$ cat config.mk
export PLATFORM = sky130hd
export DESIGN_NAME = tx_queue_arbiter_flat
export DESIGN_NICKNAME = d
export VERILOG_FILES = /design/src/rtl/tx_queue_arbiter_pkg.sv /design/src/rtl/tx_queue_arbiter_if.sv /design/src/rtl/tx_queue_arbiter_rr_picker.sv /design/src/rtl/tx_queue_arbiter.sv /design/src/flat_wrapper.sv
export SDC_FILE = /design/constraint.sdc
export NUM_CORES = 1
export LEC_CHECK = 0
export BUFFER_PORTS_ARGS = -buffer_cell sky130_fd_sc_hd__buf_2
export CAP_MARGIN = 25
export CORE_ASPECT_RATIO = 1.1
export CORE_UTILIZATION = 39
export CTS_BUF_LIST = sky130_fd_sc_hd__clkbuf_16
export CTS_CLUSTER_SIZE = 14
export DETAILED_ROUTE_END_ITERATION = 16
export HOLD_SLACK_MARGIN = 0.12
export PLACE_DENSITY = 0.74
export SYNTH_ARGS = -nofsm -noshare
export SYNTH_HDL_FRONTEND = slang
export SYNTH_SLANG_ARGS = --single-unit
$ cat constraint.sdc
create_clock -name eth_tx_clk -period 1.6 [get_ports eth_tx_clk]
set_clock_uncertainty 0.05 [all_clocks]
set_input_delay 0.08 -clock eth_tx_clk [delete_from_list [all_inputs] [get_ports eth_tx_clk]]
set_output_delay 0.08 -clock eth_tx_clk [all_outputs]
set_load 0.05 [all_outputs]
$ cat src/rtl/tx_queue_arbiter_pkg.sv
// tx_queue_arbiter_pkg: shared arbiter state encoding and queue-count limit
package tx_queue_arbiter_pkg;
   typedef enum logic [1:0] {ARB_IDLE, ARB_GRANT, ARB_RELEASE} arb_state_t;
   localparam int max_tx_queues = 8;
endpackage

$ cat src/rtl/tx_queue_arbiter_if.sv
// tx_queue_arbiter_if: queue-side and encapsulator-side signals of the TX queue arbiter
interface tx_queue_arbiter_if #(parameter int NUM_Q = 4);
   localparam int QW = $clog2(NUM_Q);
   logic [2*NUM_Q-1:0] q_buffer_ready;
   logic [8*NUM_Q-1:0] q_data;
   logic [NUM_Q-1:0]   q_r_en;
   logic [NUM_Q-1:0]   q_pct_txed;
   logic [1:0]         enc_buffer_ready;
   logic [7:0]         enc_data;
   logic               enc_r_en;
   logic               enc_pct_txed;
   logic               grant_valid;
   logic [QW-1:0]      grant_idx;
   modport master (
      output q_buffer_ready, q_data, enc_r_en, enc_pct_txed,
      input  q_r_en, q_pct_txed, enc_buffer_ready, enc_data, grant_valid, grant_idx
   );
   modport slave (
      input  q_buffer_ready, q_data, enc_r_en, enc_pct_txed,
      output q_r_en, q_pct_txed, enc_buffer_ready, enc_data, grant_valid, grant_idx
   );
endinterface

$ cat src/rtl/tx_queue_arbiter_rr_picker.sv
// tx_rr_picker: first requesting index at or after ptr, wrapping modulo NUM_Q
module tx_rr_picker #(
   parameter  int NUM_Q = 4,
   localparam int QW    = $clog2(NUM_Q)
) (
   input  logic [NUM_Q-1:0] req,
   input  logic [QW-1:0]    ptr,
   output logic             any,
   output logic [QW-1:0]    idx
);
   // scan from farthest to nearest so the nearest hit is the last assignment
   always_comb begin
      any = 1'b0;
      idx = '0;
      for (int k = NUM_Q - 1; k >= 0; k--)
         if (req[(int'(ptr) + k) % NUM_Q]) begin
            any = 1'b1;
            idx = QW'((int'(ptr) + k) % NUM_Q);
         end
   end
endmodule

$ cat src/rtl/tx_queue_arbiter.sv
// tx_queue_arbiter: frame-locked grant of the encapsulator buffer port; TX_ARB_PRIO_EN selects strict priority
module tx_queue_arbiter
   import tx_queue_arbiter_pkg::*;
#(
   parameter  int NUM_Q = 4,
   localparam int QW    = $clog2(NUM_Q)
) (
   input logic eth_tx_clk,
   input logic rst,
   tx_queue_arbiter_if.slave bus
);
   if (NUM_Q < 2 || NUM_Q > max_tx_queues) begin : g_bad_num_q
      $error("tx_queue_arbiter: NUM_Q out of range");
   end
   arb_state_t state, state_d;
   logic [QW-1:0] grant_idx, grant_idx_d, rr_ptr, rr_ptr_d, pick_ptr, pick_idx, rr_next;
   logic [NUM_Q-1:0] req, pct_q, pct_d;
   logic pick_any, pct_prev, done, gv;
   for (genvar i = 0; i < NUM_Q; i++) begin : g_req
      assign req[i] = |bus.q_buffer_ready[2*i +: 2];
   end
`ifdef TX_ARB_PRIO_EN
   assign pick_ptr = '0;
   assign rr_next  = '0;
`else
   assign pick_ptr = rr_ptr;
   assign rr_next  = (grant_idx == QW'(NUM_Q - 1)) ? '0 : grant_idx + 1'b1;
`endif
   tx_rr_picker #(.NUM_Q(NUM_Q)) u_picker (
      .req(req),
      .ptr(pick_ptr),
      .any(pick_any),
      .idx(pick_idx)
   );
   assign gv   = state == ARB_GRANT;
   assign done = gv && bus.enc_pct_txed && !pct_prev;
   always_comb begin
      state_d     = state;
      grant_idx_d = grant_idx;
      rr_ptr_d    = rr_ptr;
      pct_d       = '0;
      if (state == ARB_IDLE && pick_any) begin
         state_d     = ARB_GRANT;
         grant_idx_d = pick_idx;
      end
      if (done) begin
         state_d  = ARB_RELEASE;
         rr_ptr_d = rr_next;
         pct_d    = NUM_Q'(1) << grant_idx;
      end
      if (state == ARB_RELEASE) state_d = ARB_IDLE;
   end
   always_ff @(posedge eth_tx_clk) begin
      if (rst) begin
         state     <= ARB_IDLE;
         grant_idx <= '0;
         rr_ptr    <= '0;
         pct_prev  <= 1'b0;
         pct_q     <= '0;
      end else begin
         state     <= state_d;
         grant_idx <= grant_idx_d;
         rr_ptr    <= rr_ptr_d;
         pct_prev  <= bus.enc_pct_txed;
         pct_q     <= pct_d;
      end
   end
   assign bus.grant_valid      = gv;
   assign bus.grant_idx        = grant_idx;
   assign bus.q_pct_txed       = pct_q;
   assign bus.enc_buffer_ready = gv ? bus.q_buffer_ready[2*grant_idx +: 2] : '0;
   assign bus.enc_data         = gv ? bus.q_data[8*grant_idx +: 8] : '0;
   assign bus.q_r_en           = (gv && bus.enc_r_en) ? NUM_Q'(1) << grant_idx : '0;
endmodule
$ cat src/flat_wrapper.sv
// flat-port wrapper written by rule: the top's interface ports become plain ports
module tx_queue_arbiter_flat import tx_queue_arbiter_pkg::*;
#(
   parameter  int NUM_Q = 4,
   localparam int QW    = $clog2(NUM_Q)
)
  (eth_tx_clk, rst, bus_q_buffer_ready, bus_q_data, bus_enc_r_en, bus_enc_pct_txed, bus_q_r_en, bus_q_pct_txed, bus_enc_buffer_ready, bus_enc_data, bus_grant_valid, bus_grant_idx);
  tx_queue_arbiter_if #(.NUM_Q(NUM_Q)) bus_i ();
  input logic eth_tx_clk;
  input logic rst;
  input wire logic [$bits(bus_i.q_buffer_ready)-1:0] bus_q_buffer_ready;
  input wire logic [$bits(bus_i.q_data)-1:0] bus_q_data;
  input wire logic [$bits(bus_i.enc_r_en)-1:0] bus_enc_r_en;
  input wire logic [$bits(bus_i.enc_pct_txed)-1:0] bus_enc_pct_txed;
  output wire logic [$bits(bus_i.q_r_en)-1:0] bus_q_r_en;
  output wire logic [$bits(bus_i.q_pct_txed)-1:0] bus_q_pct_txed;
  output wire logic [$bits(bus_i.enc_buffer_ready)-1:0] bus_enc_buffer_ready;
  output wire logic [$bits(bus_i.enc_data)-1:0] bus_enc_data;
  output wire logic [$bits(bus_i.grant_valid)-1:0] bus_grant_valid;
  output wire logic [$bits(bus_i.grant_idx)-1:0] bus_grant_idx;
  assign bus_i.q_buffer_ready = bus_q_buffer_ready;
  assign bus_i.q_data = bus_q_data;
  assign bus_i.enc_r_en = bus_enc_r_en;
  assign bus_i.enc_pct_txed = bus_enc_pct_txed;
  assign bus_q_r_en = bus_i.q_r_en;
  assign bus_q_pct_txed = bus_i.q_pct_txed;
  assign bus_enc_buffer_ready = bus_i.enc_buffer_ready;
  assign bus_enc_data = bus_i.enc_data;
  assign bus_grant_valid = bus_i.grant_valid;
  assign bus_grant_idx = bus_i.grant_idx;
  tx_queue_arbiter #(.NUM_Q(NUM_Q)) u_core (.eth_tx_clk(eth_tx_clk), .rst(rst), .bus(bus_i));
endmodule
* Word-level counts from Yosys, hierarchy flattened
Index checks and enable logic that the tools add are counted.
** Word-level totals
- Output and inout port bits :: 21
- Input bits :: 44
- Bits in registers :: 11
- Word-level logic and storage cells :: 66
** Operators by class
- Reduce and logical (&&, ||, !) cells :: 17
- $lt $le $gt $ge :: 4
- Equality and inequality tests :: 3
- Bitwise logic cells :: 4
- Multiplexer cells :: 25
- Add/sub/neg operators :: 4
- Shift-type cells :: 3
** Operators with widths (number)
- 32-bit by 6-bit indexed part select with 8-bit output :: 1
- 2-bit OR reduction :: 9
- 2-bit 2-to-1 mux :: 8
- 3-bit by 4-bit < comparator with 1-bit output (second input constant) :: 3
- 1-bit 2-to-1 mux :: 11
- 1-bit binary-select mux with 2-bit select :: 4
- 8-bit 2-to-1 mux :: 1
- 8-bit by 4-bit indexed part select with 2-bit output :: 1
- 2-bit by 1-bit adder with 2-bit output (second input constant) :: 2
- 2-bit adder (second input constant) :: 2
- 2-bit == test (second input constant) :: 2
- 1-bit logical AND :: 4
- 4-bit 2-to-1 mux :: 1
- 1-bit by 2-bit << shifter with 4-bit output (first input constant) :: 1
- 1-bit bitwise AND (first input constant) :: 3
- 2-bit by 3-bit < comparator with 1-bit output (second input constant) :: 1
- 3-bit OR reduction :: 1
- 2-bit by 1-bit == test with 1-bit output (second input constant) :: 1
- 2-bit zero test :: 1
- 2-bit nonzero test :: 1
- 1-bit zero test :: 1
- 1-bit NOT :: 1

* Longest topological paths before layout
Gate-level depths: netlist of run 1.
- Depth in word-level cells :: 13
- Mapped depth :: 5
- Depth with buffers taken out :: 4

* Hierarchy
From an unflattened synthesis of run 1, not the netlist that was laid out.
** Second synthesis, totals
- Cell total of the unflattened synthesis :: 102
- Area total of the unflattened synthesis :: 914.6 um^2
** By module, submodules not included
- tx_queue_arbiter :: area an instance 837.1 um^2, instances 1, cells each 89, seq. area each 220.2 um^2
- tx_rr_picker :: area an instance 77.6 um^2, instances 1, cells each 13, seq. area each 0.0 um^2

* Worst setup path after synthesis of run 1
No wires, ideal clock.
- Path type :: reg2out
- Start point :: register u_core.grant_idx[0], in the netlist u_core.bus.grant_idx[0]
- End point :: output bus_enc_buffer_ready[0]
- Path buffers :: 1
- Data required time :: 1.470 ns
- Setup slack :: -0.375 ns
- Stages on the path, launching flop included :: 4
- Arrival time :: 1.845 ns
- Cell sequence :: dfxtp_1 > buf_6 > mux4_1 > and2_1
** On the way
- Cells in the longest elaborated chain, start to end :: 2
** Ends and longest elaborated chain
- from (decl) :: RTL line tx_queue_arbiter.sv:16 : logic [QW-1:0] grant_idx, grant_idx_d, rr_ptr, rr_ptr_d, pick_ptr, pick_idx, rr_next;
- from (signal assigned) :: RTL line tx_queue_arbiter.sv:62 : grant_idx <= grant_idx_d;
- 8-bit by 4-bit indexed part select with 2-bit output :: RTL line tx_queue_arbiter.sv:71 : assign bus.enc_buffer_ready = gv ? bus.q_buffer_ready[2*grant_idx +: 2] : '0;
- 2-bit 2-to-1 mux :: RTL line tx_queue_arbiter.sv:71
- to (decl) :: RTL line flat_wrapper.sv:17 : output wire logic [$bits(bus_i.enc_buffer_ready)-1:0] bus_enc_buffer_ready;
Every way passes these cells.

* Worst setup path after layout of run 1
- Start point :: register u_core.grant_idx[0], in the netlist u_core.bus.grant_idx[0]
- End point :: output bus_enc_data[6]
** On the way
- Cells in the longest elaborated chain, start to end :: 2
** Ends and longest elaborated chain
- 32-bit by 6-bit indexed part select with 8-bit output :: RTL line tx_queue_arbiter.sv:72 : assign bus.enc_data = gv ? bus.q_data[8*grant_idx +: 8] : '0;
- 8-bit 2-to-1 mux :: RTL line tx_queue_arbiter.sv:72
- to (decl) :: RTL line flat_wrapper.sv:18 : output wire logic [$bits(bus_i.enc_data)-1:0] bus_enc_data;
Every way passes these cells.

==> flow_metrics.tcl, run 1 <==
set metrics [dict create \
    critical-path-top-cell-by-count "buf_6" \
    routed_wl_um 2805 \
    firstDrtPassIters 4 \
    core_mm2 0.002063 \
    cp.depth 4 \
    crit_path_end_kind "output pin" \
    via_per_inst 5.312 \
    path_cells "buf_6, mux4_2, and2_4, buf_6" \
    synth-warning-count 0 \
    ys_seq_area_share_pct 25.25 \
    worstPathArrival_ns 1.58 \
    area_delta_synth_final_pct 71.59 \
    drive_gt1_share_pct 58.39 \
    drt_iter0_drc 22 \
    hold_path_class "input pin to register" \
    insertion_delay_ns 0.24 \
    min_period_over_period_pct 106.7 \
    htreeDepth 1 \
    die_area_mm2 0.002429 \
    setup_ws_ns -0.1076 \
    clk_path_buf_depth 2 \
    wl_per_cell_um 14.84 \
    crit_buf_inv 2 \
    pre_cts_ws_ns 0.04379 \
    io-pin-count 65 \
    vias 1004 \
    syn_nets 134 \
    clock_sinks 11 \
    critPathTopFamily "multiplexers" \
    power_density_mw_per_mm2 787.1 \
    cts-root-buf "clkbuf_16" \
    cp-start-kind "register" \
    gp_congestion 0.8448 \
    dp_hpwl_um 1917 \
    maxSlewHeadroom_pct 75.50 \
    cp_slowest_cell "mux4_2" \
    grt_max_degree 16 \
    grt_pass1_wl_um 3981 \
    final-max-slew-violation-count 0 \
    rows 17 \
    die_x_um 47.09 \
    path_clk_slew_ns 0.04 \
    fmax_mhz 585.6 \
    layout.nets 210 \
    worstSetupEndpoint "bus_enc_data[6]" \
    track_usage_pct 23.28 \
    final_cell_mix "50 x buf_2, 16 x buf_6, 9 x dfxtp_1, 8 x and2_1, 7 x mux4_2" \
    required_ns 1.47 \
    vdd_drop_max_mv 0.6914 \
    drc 0 \
    grt_pass1_vias 954 \
    cp_max_fo 7 \
    hold_violations 0 \
    final_common_cell "buf_2" \
    antenna_found_initial 0 \
    p_leak_nw 0.7181 \
    slowest_delay_ns 0.50 \
    violations "setup timing" \
    syn_inst 86 \
    max_slew.worst_pin.slew_ns 0.3641 \
    syn_area_um2 872.1 \
    overflow 0 \
    timing.rr.start "u_core.bus.grant_idx[0]$_SDFFE_PP0P_" \
    start_util_pct 42.27 \
    synth_seq_cells 11 \
    path_class "register to output pin" \
    io_buffers 64 \
    die_h_um 51.60 \
    yosysUniqueCellTypes 28 \
    cts_made_buffers 3 \
    cts_tree "yes" \
    reg2reg_to "u_core.pick_ptr[1]$_SDFFE_PP0P_" \
    antenna_cells 0 \
    maxCapViolations 0 \
    avgSynthCellArea_um2 10.14 \
    setup_violations 12 \
    ant_nets 0 \
    rrSetupSlack_ns 0.30 \
    finalPower_mw 1.178 \
    nFillCells 144 \
    rr_worst_depth 6 \
    min_period_ns 1.708 \
    status "complete, but fails checks" \
    rsz0062_at_grt "yes" \
    critPathLaunch "u_core.bus.grant_idx[0]$_SDFFE_PP0P_" \
]
==> cells in the mapped netlist, drive strengths merged <==
| cell type | count | area share, % |
|---|---|---|
| a32o | 1 | 1.1 |
| o21ai | 4 | 2.3 |
| o31ai | 1 | 0.86 |
| nor2b | 1 | 0.72 |
| nand3b | 1 | 0.86 |
| buf | 2 | 1.9 |
| a21oi | 5 | 3.3 |
| a311o | 1 | 1.3 |
| and3 | 5 | 3.6 |
| ha | 4 | 5.7 |
| nand2 | 3 | 1.3 |
| inv | 4 | 1.7 |
| o21a | 1 | 0.86 |
| and2 | 14 | 10 |
| dfxtp | 11 | 25 |
| nand2b | 3 | 2.2 |
| clkbuf | 2 | 0.86 |
| nor3 | 1 | 0.57 |
| mux4 | 10 | 28 |
| nor4 | 2 | 1.4 |
| o21bai | 1 | 0.86 |
| a211o | 1 | 1.0 |
| o32ai | 1 | 1.0 |
| mux2i | 1 | 1.1 |
| nor2 | 6 | 2.6 |
==> worst min-delay path by stage <==
stage	depth (start not counted)	from	end	slack (ns)
3_5_place_dp	2	bus_enc_pct_txed	u_core.pct_prev$_SDFF_PP0_	0.26
5_1_grt	5	bus_q_buffer_ready[3]	u_core.bus.grant_idx[1]$_SDFFE_PP0P_	0.30
2_1_floorplan	1	bus_enc_pct_txed	u_core.pct_prev$_SDFF_PP0_	0.16
3_3_place_gp	2	bus_enc_pct_txed	u_core.pct_prev$_SDFF_PP0_	0.26
4_1_cts	5	bus_q_buffer_ready[3]	u_core.bus.grant_idx[1]$_SDFFE_PP0P_	0.26
6_report	5	bus_q_buffer_ready[3]	u_core.bus.grant_idx[1]$_SDFFE_PP0P_	0.27
==> tightest hold or removal path, delay by kind of cell <==
kind | cells | cell delay, ns
buffers and inverters | 1 | 0.12
and+or+nand+nor | 2 | 0.14
AOI/OAI and AO/OA | 2 | 0.18
==> cell families after synthesis <==
logic type,Yosys count,synth area share (%)
muxes,11,28.69
and+or+nand+nor,36,23.24
adders and majority gates,4,5.739
DFF,11,25.25
buffers and inverters,8,4.447
AOI/OAI and AO/OA,16,12.63
==> flip-flops by register name (all words and copies together), names as in the netlist <==
| name | count |
|---|---|
| u_core.bus.q_pct_txed | 4 |
| u_core.state | 2 |
| u_core.pick_ptr | 2 |
| u_core.pct_prev | 1 |
| u_core.bus.grant_idx | 2 |
==> routing by layer <==
metal	vias up	part of all wire, %	global-route usage [%]
met5	-	0	0
met4	0	1.5	9.524
met3	6	8.3	6.250
met2	61	53	45.14
met1	463	37	21.44
li1	474	-	-
==> layout make-up <==
cell class,instances,area (um^2),area share (%)
clock inverters,1,3.754,0.2508
well taps,28,35.03,2.341
multi-input cells,67,636.9,42.56
repair buffers,75,505.5,33.78
flip-flops and latches,11,225.2,15.05
inverters,4,15.01,1.003
clock buffers,3,75.07,5.017
==> what timing repair did <==
action,CTS,global route
setup buffers,3,4
hold buffers,3,0
hold endpoints to repair,5,0
resized for setup,35,5
setup endpoints to repair,14,14
==> power breakdown <==
part           internal (mW)  leakage [nW]  switching, mW
Sequential             0.287        0.0909         0.0145
Clock                  0.328        0.0423          0.122
Combinational          0.197         0.585          0.229
==> per-stage QoR <==
stage               hold slack (ns)  util [%]  std cells  setup TNS (ns)  cell area (um^2)
floorplan                    0.1582         -         86               0             880.8
global placement             0.2608     59.07        175               0              1219
detailed placement           0.2629     59.07        175               0              1219
CTS                          0.2618     70.22        185         -0.7823              1449
global route                 0.2984     72.53        189          -1.289              1496
finish                       0.2744     72.53        189         -0.7761              1496
Power figures use the tool's default switching activity.
==> run 2: changes to the inputs <==
--- a/config.mk
+++ b/config.mk
@@ -16,2 +16,3 @@
 export PLACE_DENSITY = 0.74
+export RECOVER_POWER = 50
 export SYNTH_ARGS = -nofsm -noshare
--- a/constraint.sdc
+++ b/constraint.sdc
@@ -4,2 +4,2 @@
 set_output_delay 0.08 -clock eth_tx_clk [all_outputs]
-set_load 0.05 [all_outputs]
+set_load 0.1 [all_outputs]
==> flow_metrics.tcl, run 2 (synthesis results as in run 1) <==
set metrics [dict create \
    wl_per_cell_um 16.25 \
    clk_path_buf_depth 2 \
    vdd_drop_max_mv 0.7272 \
    fmax_mhz 578.8 \
    final_cell_mix "44 x buf_2, 15 x buf_12, 13 x buf_4, 10 x mux4_2, 10 x and2_4" \
    crit_buf_inv 2 \
    rrSetupSlack_ns 0.28 \
    overflow 0 \
    crit_path_end_kind "output pin" \
    routed_wl_um 3169 \
    die_area_mm2 0.002429 \
    maxSlewHeadroom_pct 64.16 \
    design_area_mm2 0.001670 \
    min_period_over_period_pct 108.0 \
    holdPathStages 5 \
    p_int_mw 0.8910 \
    area_delta_synth_final_pct 91.54 \
    largest_reg_flops 4 \
    rsz0062_at_grt "yes" \
    htreeDepth 1 \
    hold_violations 0 \
    die_x_um 47.09 \
    io_buffers 64 \
    gp_congestion 0.8797 \
    cp-start-kind "register" \
    required_ns 1.47 \
    min_period_ns 1.728 \
    start_util_pct 42.27 \
    drive_gt1_share_pct 66.47 \
    post-route-util_pct 80.96 \
    place_area_mm2 0.001443 \
    hold_slack_ns 0.2487 \
    antenna_found_initial 0 \
    timing.rr.start "u_core.state[1]$_SDFFE_PP0P_" \
    firstDrtPassIters 4 \
    cp.depth 4 \
    final-max-slew-violation-count 0 \
    path_class "register to output pin" \
    max_slew.worst_pin.slew_ns 0.5400 \
    swShare_pct 36.61 \
    core_mm2 0.002063 \
    stdcell_count 195 \
    cts_made_buffers 3 \
    power_frac_clock_pct 32.5 \
    final_common_cell "buf_2" \
    path_cells "buf_6, mux4_2, and2_4, buf_12" \
    via_per_inst 5.272 \
    hold_path_class "input pin to register" \
    vias 1028 \
    setup_violations 13 \
    rows 17 \
    hold_end "u_core.bus.grant_idx[1]$_SDFFE_PP0P_" \
    maxCapViolations 0 \
    seq_power_share_pct 21.2 \
    path_clk_slew_ns 0.04 \
    clock_sinks 11 \
    ant_nets 0 \
    rr_worst_depth 4 \
    track_usage_pct 26.51 \
    layout.nets 216 \
    insertion_delay_ns 0.24 \
    place_inst 179 \
    p_comb_share_pct 46.3 \
    drc 0 \
    grt_pass1_wl_um 4526 \
    cts-root-buf "clkbuf_16" \
    slowest_delay_ns 0.52 \
    setup_ws_ns -0.1278 \
    die_h_um 51.60 \
    cp_max_fo 7 \
    p_switching_mw 0.5146 \
    grt_max_degree 13 \
    io-pin-count 65 \
    reg2reg_to "u_core.bus.q_pct_txed[0]$_SDFF_PP0_" \
    cp_slowest_cell "mux4_2" \
    dp_hpwl_um 2110 \
    antenna_cells 0 \
    violations "setup timing" \
    drt_iter0_drc 37 \
    p_leak_nw 0.7742 \
    cts_tree "yes" \
    worstPathArrival_ns 1.60 \
    power_density_mw_per_mm2 841.5 \
    grt_pass1_vias 1018 \
    min-delay-start "bus_q_buffer_ready[3]" \
    status "complete, but fails checks" \
    finalPower_mw 1.406 \
    critPathTopFamily "multiplexers" \
]
==> run 2: changes by cell type in the layout (fill, tap and decap cells not counted), moves of 4 or more <==
cell,change
buf_6,-15
and2_1,-4
and3_2,+4
and2_4,+4
buf_2,-6
and3_1,-4
clkbuf_2,+5
buf_4,+7
buf_12,+15
==> run 2: timing repair <==
| action | 4_1_cts | 5_1_grt |
|---|---|---|
| hold endpoints to repair | 5 | 0 |
| pin swaps | 3 | 2 |
| endpoints found under the setup margin | 14 | 14 |
| buffers inserted | 6 | 3 |
| cloned | 0 | 0 |
| hold buffers | 3 | 0 |
| gates resized for setup | 18 | 7 |
==> run 2: how the worst max path moves through the flow <==
stage                                         start                 endpoint  slack [ns]
6_report       u_core.bus.grant_idx[0]$_SDFFE_PP0P_          bus_enc_data[4]       -0.13
2_1_floorplan  u_core.bus.grant_idx[0]$_SDFFE_PP0P_  bus_enc_buffer_ready[0]       -0.19
5_1_grt        u_core.bus.grant_idx[0]$_SDFFE_PP0P_          bus_enc_data[4]       -0.17
3_3_place_gp   u_core.bus.grant_idx[0]$_SDFFE_PP0P_  bus_enc_buffer_ready[0]        0.05
3_5_place_dp   u_core.bus.grant_idx[0]$_SDFFE_PP0P_  bus_enc_buffer_ready[0]        0.03
4_1_cts        u_core.bus.grant_idx[0]$_SDFFE_PP0P_          bus_enc_data[3]       -0.13
==> run 2: worst min-delay path: cells and delay by family <==
kind	cells	cell delay (ns)
compound gates	2	0.17
simple gates	2	0.14
buf+inv	1	0.11
==> run 2: power by group through the flow <==
| stage | Sequential, mW | Combinational (mW) | Clock, mW |
|---|---|---|---|
| global route | 0.300 | 0.680 | 0.473 |
| CTS | 0.299 | 0.622 | 0.461 |
| global placement | 0.306 | 0.559 | 0 |
| finish | 0.298 | 0.651 | 0.456 |
| floorplan | 0.330 | 0.359 | 0 |
| detailed placement | 0.308 | 0.569 | 0 |
==> run 2: per-layer routing <==
metal / GRT usage [%] / vias to the layer above / part of all wire [%]
met5: 0 / - / 0
met4: 9.048 / 0 / 2.3
met3: 4.861 / 8 / 7.8
met2: 51.16 / 54 / 55
met1: 26.90 / 482 / 35
li1: - / 484 / -
==> run 2: stage by stage <==
stage / TNS [ns] / setup slack (ns)
after floorplan: -0.3454 / -0.1876
after global placement: 0 / 0.05396
after detailed placement: 0 / 0.03433
after CTS: -1.307 / -0.1320
after global routing: -1.723 / -0.1692
final: -1.186 / -0.1278
==> run 2: cell type report <==
class	instances	area, um^2
clock buffer	3	75.07
clock inverter	1	3.754
fill	127	392.9
inverter	4	15.01
multi-input combinational	67	629.4
sequential	11	227.7
tap	28	35.03
timing repair buffer	81	684.4
==> run 3: changes to the inputs <==
Settings changed: CORE_UTILIZATION 39 to 36, CTS_CLUSTER_DIAMETER from default to 60, GPL_TIMING_DRIVEN from default to 0, PLACE_DENSITY 0.74 to 0.72.
Clock period 1.6 ns to 1.4 ns, I/O delays scaled along.
==> flow_metrics.tcl, run 3 (synthesis results as in run 1) <==
set metrics [dict create \
    grt_use_met3_pct 11.02 \
    grt_busiest_layer "met2" \
    setup_ws_ns -0.3683 \
    required_ns 1.28 \
    swShare_pct 37.54 \
    clock_sinks 11 \
    crit_buf_inv 3 \
    maxCapViolations 0 \
    drive_gt1_share_pct 71.08 \
    drt_iter0_drc 45 \
    die_area_mm2 0.002624 \
    track_usage_pct 29.21 \
    overflow 0 \
    routed_wl_um 3963 \
    insertion_delay_ns 0.24 \
    min_period_ns 1.768 \
    drc 0 \
    p_switching_mw 0.6262 \
    cts_made_buffers 3 \
    hold_path_class "input pin to register" \
    antenna_cells 0 \
    clk_path_buf_depth 2 \
    cp-start-kind "register" \
    dp_hpwl_um 2013 \
    wl_per_cell_um 20.22 \
    ant_nets 0 \
    path_class "register to output pin" \
    seq_power_share_pct 20.4 \
    die_x_um 48.93 \
    worstPathArrival_ns 1.65 \
    p_comb_share_pct 48.0 \
    p_int_mw 1.042 \
    rows 18 \
    met1_usage_pct 31.28 \
    start_util_pct 38.34 \
    grt_max_degree 11 \
    slowest_delay_ns 0.51 \
    cts_tree "yes" \
    fmax_mhz 565.5 \
    min_period_over_period_pct 126.3 \
    p_leak_nw 0.7828 \
    violations "setup timing" \
    post-route-util_pct 78.22 \
    final_cell_mix "44 x buf_2, 16 x buf_12, 10 x mux4_2, 10 x and2_4, 9 x buf_4" \
    status "complete, but fails checks" \
    vias 1132 \
    hold_slack_ns 0.1500 \
    area_delta_synth_final_pct 104.0 \
    io-pin-count 65 \
    gp_congestion 0.8002 \
    io_buffers 63 \
    critPathTopFamily "multiplexers" \
    path_clk_slew_ns 0.05 \
    htreeDepth 1 \
    power_density_mw_per_mm2 937.6 \
    crit_path_end_kind "output pin" \
    final_common_cell "buf_2" \
    antenna_found_initial 0 \
    cp_slowest_cell "mux4_2" \
    gr-usage-met2_pct 52.78 \
    setup_violations 15 \
    critical-path-top-cell-by-count "buf_12" \
    path_cells "buf_12, buf_12, mux4_2, and2_4, buf_12" \
    max_slew.worst_pin.slew_ns 0.5465 \
    largest_reg_flops 4 \
    grt_pass1_wl_um 5499 \
    layout.nets 215 \
    rsz0062_at_grt "yes" \
    firstDrtPassIters 5 \
    maxSlewHeadroom_pct 63.72 \
    power_frac_clock_pct 31.6 \
    vdd_drop_max_mv 1.086 \
    grt_pass1_vias 1004 \
    cts-root-buf "clkbuf_16" \
    via_per_inst 5.776 \
    core_mm2 0.002275 \
    cp_max_fo 5 \
    final-max-slew-violation-count 0 \
    die_h_um 53.62 \
    finalPower_mw 1.668 \
    hold_violations 0 \
]
## run 3: changes by cell type in the layout (fill, tap and decap cells not counted), moves of 2 or more
cell,delta
ha_1,-2
ha_4,+4
buf_4,-4
ha_2,-2
dlygate4sd3_1,-2
buf_8,+2
inv_1,-2
and3_2,-4
and3_4,+4
## run 3: final cells by class
type / instances / area [um^2]
Sequential cell: 11 / 229.0
Buffer: 4 / 52.55
Clock inverter: 1 / 3.754
Clock buffer: 3 / 75.07
Inverter: 4 / 25.02
Timing Repair Buffer: 76 / 655.6
Tap cell: 30 / 37.54
Multi-Input combinational cell: 67 / 700.7
Fill cell: 132 / 495.5
## run 3: path summary, 6_finish.rpt
check | start | end | slack (ns) | cells after the start
max reg2reg | u_core.state[0]$_SDFFE_PP0P_ | u_core.bus.grant_idx[1]$_SDFFE_PP0P_ | 0.09 | 3
min reg2reg | u_core.pick_ptr[0]$_SDFFE_PP0P_ | u_core.pick_ptr[0]$_SDFFE_PP0P_ | 0.49 | 2
max | u_core.bus.grant_idx[0]$_SDFFE_PP0P_ | bus_enc_buffer_ready[0] | -0.37 | 5
min | rst | u_core.pct_prev$_SDFF_PP0_ | 0.15 | 2
## run 3: worst reg2reg max path, stage by stage (launching register included)
cell and delay (ns):
dfxtp_1 0.35, a311o_2 0.41, a211o_1 0.31, a21oi_2 0.13
## run 3: layer usage
layer	wire, um	vias up
li1	-	482
met3	414	14
met1	1453	547
met4	136	0
met2	1958	89
met5	0	-
## run 3: stage by stage
| step | TNS (ns) | worst slack (ns) | cells | cell area, um^2 |
|---|---|---|---|---|
| 5_1_grt | -4.476 | -0.3964 | 196 | 1779 |
| 6_report | -4.049 | -0.3683 | 196 | 1779 |
| 4_1_cts | -3.686 | -0.3456 | 191 | 1740 |
| 2_1_floorplan | -1.799 | -0.2243 | 86 | 937.1 |
| 3_3_place_gp | -2.138 | -0.2074 | 179 | 1290 |
| 3_5_place_dp | -2.295 | -0.2283 | 179 | 1290 |
## run 3: what timing repair did
item | 4_1_cts | 5_1_grt
endpoints found under the setup margin | 15 | 15
resized for setup | 75 | 13
cloned | 1 | 0
buffers inserted | 6 | 6
hold endpoints to repair | 1 | 0
hold buffers | 1 | 0
pin swaps | 10 | 3
## run 3: power by group through the flow
stage               clock [mW]  sequential (mW)  combinational (mW)
finish                   0.527            0.341               0.800
global route             0.550            0.341               0.822
CTS                      0.512            0.339               0.747
detailed placement           0            0.348               0.573
global placement             0            0.348               0.565
floorplan                    0            0.377               0.421
